==> src/rtl/serial_subtractor4.sv <==
// Bit-serial 4-bit subtractor: DIFF = A - B, one bit per clock, LSB first, with a start/done handshake.
// Optional signed flags (OVF, NEG) are built when SUB_SIGNED_FLAGS_EN is defined.
module serial_subtractor4 (
   input  logic       CLK,
   input  logic       RST,
   input  logic       START,
   input  logic [3:0] A,
   input  logic [3:0] B,
   output logic       BUSY,
   output logic       DONE,
   output logic [3:0] DIFF,
   output logic       BOUT,
`ifdef SUB_SIGNED_FLAGS_EN
   output logic       OVF,
   output logic       NEG,
`endif
   output logic       STATE_DBG
);

   // Handshake: START is taken only while BUSY=0; DONE pulses once per completed subtraction.
   typedef enum logic {S_IDLE = 1'b0, S_RUN = 1'b1} state_t;

   state_t     state_q, state_d;
   logic [1:0] idx_q, idx_d;
   logic [3:0] a_q, a_d;
   logic [3:0] b_q, b_d;
   logic       br_q, br_d;
   logic [3:0] res_q, res_d;
   logic [3:0] diff_q, diff_d;
   logic       bout_q, bout_d;
   logic       done_q, done_d;
`ifdef SUB_SIGNED_FLAGS_EN
   logic       sa_q, sa_d;
   logic       sb_q, sb_d;
   logic       ovf_q, ovf_d;
   logic       neg_q, neg_d;
`endif

   logic       bit_a, bit_b, bit_d, br_nxt;
   logic [3:0] res_nxt;

   // State register
   always_ff @(posedge CLK) begin
      if (RST) begin
         state_q <= S_IDLE;
         idx_q   <= 2'd0;
         a_q     <= 4'd0;
         b_q     <= 4'd0;
         br_q    <= 1'b0;
         res_q   <= 4'd0;
         diff_q  <= 4'd0;
         bout_q  <= 1'b0;
         done_q  <= 1'b0;
`ifdef SUB_SIGNED_FLAGS_EN
         sa_q    <= 1'b0;
         sb_q    <= 1'b0;
         ovf_q   <= 1'b0;
         neg_q   <= 1'b0;
`endif
      end else begin
         state_q <= state_d;
         idx_q   <= idx_d;
         a_q     <= a_d;
         b_q     <= b_d;
         br_q    <= br_d;
         res_q   <= res_d;
         diff_q  <= diff_d;
         bout_q  <= bout_d;
         done_q  <= done_d;
`ifdef SUB_SIGNED_FLAGS_EN
         sa_q    <= sa_d;
         sb_q    <= sb_d;
         ovf_q   <= ovf_d;
         neg_q   <= neg_d;
`endif
      end
   end

   // Full-subtractor cell on the current LSBs; result bits enter at the MSB.
   always_comb begin
      bit_a   = a_q[0];
      bit_b   = b_q[0];
      bit_d   = bit_a ^ bit_b ^ br_q;
      br_nxt  = (~bit_a & bit_b) | (~(bit_a ^ bit_b) & br_q);
      res_nxt = {bit_d, res_q[3:1]};
   end

   // Next-state
   always_comb begin
      state_d = state_q;
      idx_d   = idx_q;
      a_d     = a_q;
      b_d     = b_q;
      br_d    = br_q;
      res_d   = res_q;
      diff_d  = diff_q;
      bout_d  = bout_q;
      done_d  = 1'b0;
`ifdef SUB_SIGNED_FLAGS_EN
      sa_d    = sa_q;
      sb_d    = sb_q;
      ovf_d   = ovf_q;
      neg_d   = neg_q;
`endif
      case (state_q)
         S_IDLE: begin
            if (START) begin
               state_d = S_RUN;
               idx_d   = 2'd0;
               a_d     = A;
               b_d     = B;
               br_d    = 1'b0;
               res_d   = 4'd0;
`ifdef SUB_SIGNED_FLAGS_EN
               sa_d    = A[3];
               sb_d    = B[3];
`endif
            end
         end
         S_RUN: begin
            idx_d = idx_q + 2'd1;
            a_d   = a_q >> 1;
            b_d   = b_q >> 1;
            br_d  = br_nxt;
            res_d = res_nxt;
            if (idx_q == 2'd3) begin
               state_d = S_IDLE;
               diff_d  = res_nxt;
               bout_d  = br_nxt;
               done_d  = 1'b1;
`ifdef SUB_SIGNED_FLAGS_EN
               ovf_d   = (sa_q != sb_q) & (res_nxt[3] != sa_q);
               neg_d   = res_nxt[3];
`endif
            end
         end
         default: state_d = S_IDLE;
      endcase
   end

   // Outputs
   always_comb begin
      BUSY      = (state_q == S_RUN);
      DONE      = done_q;
      DIFF      = diff_q;
      BOUT      = bout_q;
      STATE_DBG = state_q;
`ifdef SUB_SIGNED_FLAGS_EN
      OVF       = ovf_q;
      NEG       = neg_q;
`endif
   end

endmodule

==> config.mk <==
export PLATFORM = sky130hd
export DESIGN_NAME = serial_subtractor4
export DESIGN_NICKNAME = d
export VERILOG_FILES = /design/src/rtl/serial_subtractor4.sv
export SDC_FILE = /design/constraint.sdc
export NUM_CORES = 1
export LEC_CHECK = 0
export ABC_CLOCK_PERIOD_IN_PS = 3100
export CORE_MARGIN = 2
export CORE_UTILIZATION = 52
export CTS_CLUSTER_DIAMETER = 120
export DETAILED_ROUTE_END_ITERATION = 8
export PLACE_DENSITY_LB_ADDON = 0.05
export SLEW_MARGIN = 30
export SYNTH_ARGS = -nofsm -noshare
export SYNTH_HDL_FRONTEND = slang
export SYNTH_SLANG_ARGS = --single-unit
==> constraint.sdc <==
create_clock -name CLK -period 3.1 [get_ports CLK]
set_input_delay 0.775 -clock CLK [delete_from_list [all_inputs] [get_ports CLK]]
set_output_delay 0.775 -clock CLK [all_outputs]
set_load 0.05 [all_outputs]
Yosys cells after proc, flatten, opt, wreduce, memory -nomap -nowiden. Cells that the tools add are included.

Output and inout bits: 8. Input bits: 11. Bits in registers: 22.

Mux-type cells: 14. Equality and inequality tests: 2. Reduce and logical (&&, ||, !) cells: 2. $add $sub $neg: 1. Bitwise gates (word level): 8.

Operator list (number): case mux 4 bit (2 select lines) (3); two-way mux 4 bit (3); two-way mux 1 bit (4); case mux 1 bit (2 select lines) (2); case mux 2 bit (2 select lines) (1); NOT 1 bit (3); adder 2 x 1 -> 2 bit, second input constant (1); bitwise AND 1 bit (2); equality test 2 bit, second input constant (1); two-way mux 2 bit (1); != test 2 bit, second input constant (1); AND reduction 2 bit (1); OR reduction 2 bit (1); XOR 1 bit (2); bitwise OR 1 bit (1).

Logic depth before layout (Yosys ltp).
Word-level depth: 5. Depth in mapped cells: 4. Gate-level depth less buffers: 4.

Least setup slack after synthesis. Ideal clock, no wire load.

Kind: reg2out. Start: reg state_q (netlist: BUSY). End: out STATE_DBG. Required time: 2.325 ns. Buffers on the path: 1. Arrival time: 1.012 ns. Slack: 1.313 ns. Stages on the path, launching flop included: 2. Cell sequence: dfxtp_1 > buf_4.

RTL lines: start: declaration (RTL line 23) `state_t state_q, state_d;`; start signal: assignment (RTL line 61) `state_q <= state_d;`; end: declaration (RTL line 17) `output logic STATE_DBG`.

No word-level cell between the ends.

Worst setup path in the final report.
Start: reg state_q (netlist: BUSY). End: out STATE_DBG.

No word-level cell between the ends.

==> qor.yml <==
drt:
  drtAntennaViolNets: 0
  wl_microns: 1630
  firstDrtPassIters: 5
  via_per_inst: 5.14
  num_vias: 679
  drc: 0
  wl_per_cell_microns: 12.3
  dr.first_iter.drc_count: 5
floorplan:
  die_w_microns: 46.2
  core_area_sq_um: 1710
  dieArea_sq_um: 2130
  fp.dieH_microns: 46.2
  pin_count: 19
  start_util: 0.541
  rows: 15
sta:
  max_slew_margin: 0.461
  fin_crit_ns: 2.65
  grt_setup_unrepaired: "false"
  finalSetupViolations: 0
  worst_pin_slew_ns: 0.806
  slew_violations: 0
  max_freq_ghz: 0.377
  tns_ns: 0
  final.setup_skew_ns: 0.00262
  post-route-period-util: 0.856
  hold_violations: 0
layout:
  drive_gt1_frac: 0.103
  num-nets-final: 121
  layout_commonest_cell: "dfxtp_1"
  antenna_cells: 0
  area_growth_pct: 20.7
  final_cell_mix: "21 x dfxtp_1, 18 x clkdlybuf4s50_1, 10 x a21oi_1"
  stdcell_count: 132
  fill_cells: 145
setup_path:
  critPathBufInv: 1
  cpMaxStageDelayCell: "clkdlybuf4s50_1"
  cp.arrival_ns: 1.88
  max_stage_delay_ns: 0.91
  startpoint_type: "register"
  path_delay_family: "buffers and inverters"
  path_cells: "clkdlybuf4s50_1"
  timing_worst_setup_path_type: "register to primary output"
  required_ns: 2.32
  cp-end-kind: "primary output"
  crit_fanout: 16
power_and_ir_drop:
  p_leak_nw: 0.407
  vdd_ir_drop_max_uv: 290
  p_per_area_nw_per_um2: 443
synth:
  synth_top_family_by_area: "compound AO/OA/AOI/OAI gates"
  yosysSeqAreaShare: 0.455
  synth_area_per_cell_sq_um: 10.1
  yosys.area_share.simple: 0.172
  yosys.area_share.xor_xnor: 0
  ys_ff_latch: 21
  synth_cell_types: 21
  synth_adder_area_share: 0.0352
  synth.area.mux_share: 0.0866
  synth_area_sq_um: 925
  syn_nets: 105
  synth-compound-area-share: 0.180
  netlist_instances: 92
  yosys_warnings: 0
global_routing:
  grt_max_degree: 22
  busiest_layer: "met2"
  met3_usage: 0.0235
  overflow: 0
  grt_pass1_wl_microns: 2730
  grt_use_met2: 0.261
  grtUsageMet1: 0.250
  antenna_found_initial: 0
  grt_pass1_vias: 614
  grt_usage: 0.179
clock_tree:
  htree_num_levels: 1
  clock_sinks: 21
  clockBufferDepth: 2
  ctsRootBufferMaster: "clkbuf_4"
  cts_setup_buffers: 0
  cts_tree: "done"
  hold_buffers: 0
  cts_buffers: 3
  clk_latency_ns: 0.30
  cts_resized: 0
  path_clk_slew_ns: 0.12
hold_path:
  hp-class: "register to register"
placement:
  gp_congestion: 0.714
  placed_cells: 128
  portBuffers: 18
  hpwl_microns: 1060
status:
  status: "complete, no violations"
job:
  drv_cap: 0
sequential cells by signal, summed over array words and instances, names as in the netlist:
name,flops
BOUT,1
idx_q,2
BUSY,1
DIFF,4
a_q,4
DONE,1
br_q,1
res_q,3
b_q,4
layer usage:
metal | vias to the layer above | part of all wire
li1 | 351 | -
met1 | 314 | 0.51
met2 | 12 | 0.44
met3 | 2 | 0.038
met4 | 0 | 0.0080
met5 | - | 0
per-stage QoR:
stage	hold WS (ns)	cell area [sq um]	setup slack, ns	power (W)	utilization
finish	0.473	1120	0.447	0.000494	0.653
CTS	0.478	1120	0.433	0.000501	0.653
global route	0.515	1120	0.334	0.000520	0.653
floorplan	0.438	925	1.31	0.000346	-
global placement	0.449	1090	0.782	0.000367	0.637
detailed placement	0.460	1090	0.792	0.000367	0.637
worst paths after layout:
kind,cells past startpoint,to,slack [ns],startpoint
setup / recovery,1,STATE_DBG,0.45,BUSY$_SDFF_PP0_
hold / removal,2,DIFF[0]$_SDFFE_PP0P_,0.47,res_q[1]$_SDFFE_PP0P_
setup reg to reg,3,a_q[1]$_SDFFE_PP0P_,1.62,BUSY$_SDFF_PP0_
hold reg to reg,2,DIFF[0]$_SDFFE_PP0P_,0.47,res_q[1]$_SDFFE_PP0P_
where the power goes:
part	switching (W)	internal, W
registers	0.0000101	0.000282
clock network	0.0000844	0.0000481
logic	0.0000353	0.0000340
synth_stat cells:
cell | n | share of area
a21oi_1 | 10 | 0.054
nand2_1 | 5 | 0.020
inv_1 | 3 | 0.012
nor2b_1 | 6 | 0.041
nor2_1 | 2 | 0.0081
nor3_1 | 2 | 0.011
fa_1 | 1 | 0.022
dfxtp_1 | 21 | 0.45
clkbuf_1 | 2 | 0.0081
nand2b_1 | 2 | 0.014
or3b_1 | 6 | 0.057
buf_2 | 2 | 0.011
buf_6 | 2 | 0.024
ha_1 | 1 | 0.014
a211oi_1 | 7 | 0.057
nand3_1 | 4 | 0.022
a21oi_2 | 1 | 0.0095
buf_4 | 2 | 0.016
a311oi_2 | 1 | 0.016
a21bo_2 | 4 | 0.043
mux2i_1 | 8 | 0.087
area by class of cell:
| cell class | count | area [sq um] | share of cell area |
|---|---|---|---|
| multi-input combinational | 60 | 438 | 0.392 |
| sequential | 21 | 420 | 0.377 |
| timing repair buffer | 19 | 188 | 0.168 |
| tap | 25 | 31.3 | 0.0280 |
| clock buffer | 3 | 22.5 | 0.0202 |
| inverter | 3 | 11.3 | 0.0101 |
| clock inverter | 1 | 5.00 | 0.00448 |
cells by family (layout without fill, tap and decap cells):
kind of cell               Yosys count  after routing
DFF                                 21             21
muxes                                8              8
and+or+nand+nor                     27             27
AOI/OAI and AO/OA                   23             23
buffers and inverters               11             26
adders and majority gates            2              2
(Power assumes the default switching activity.)
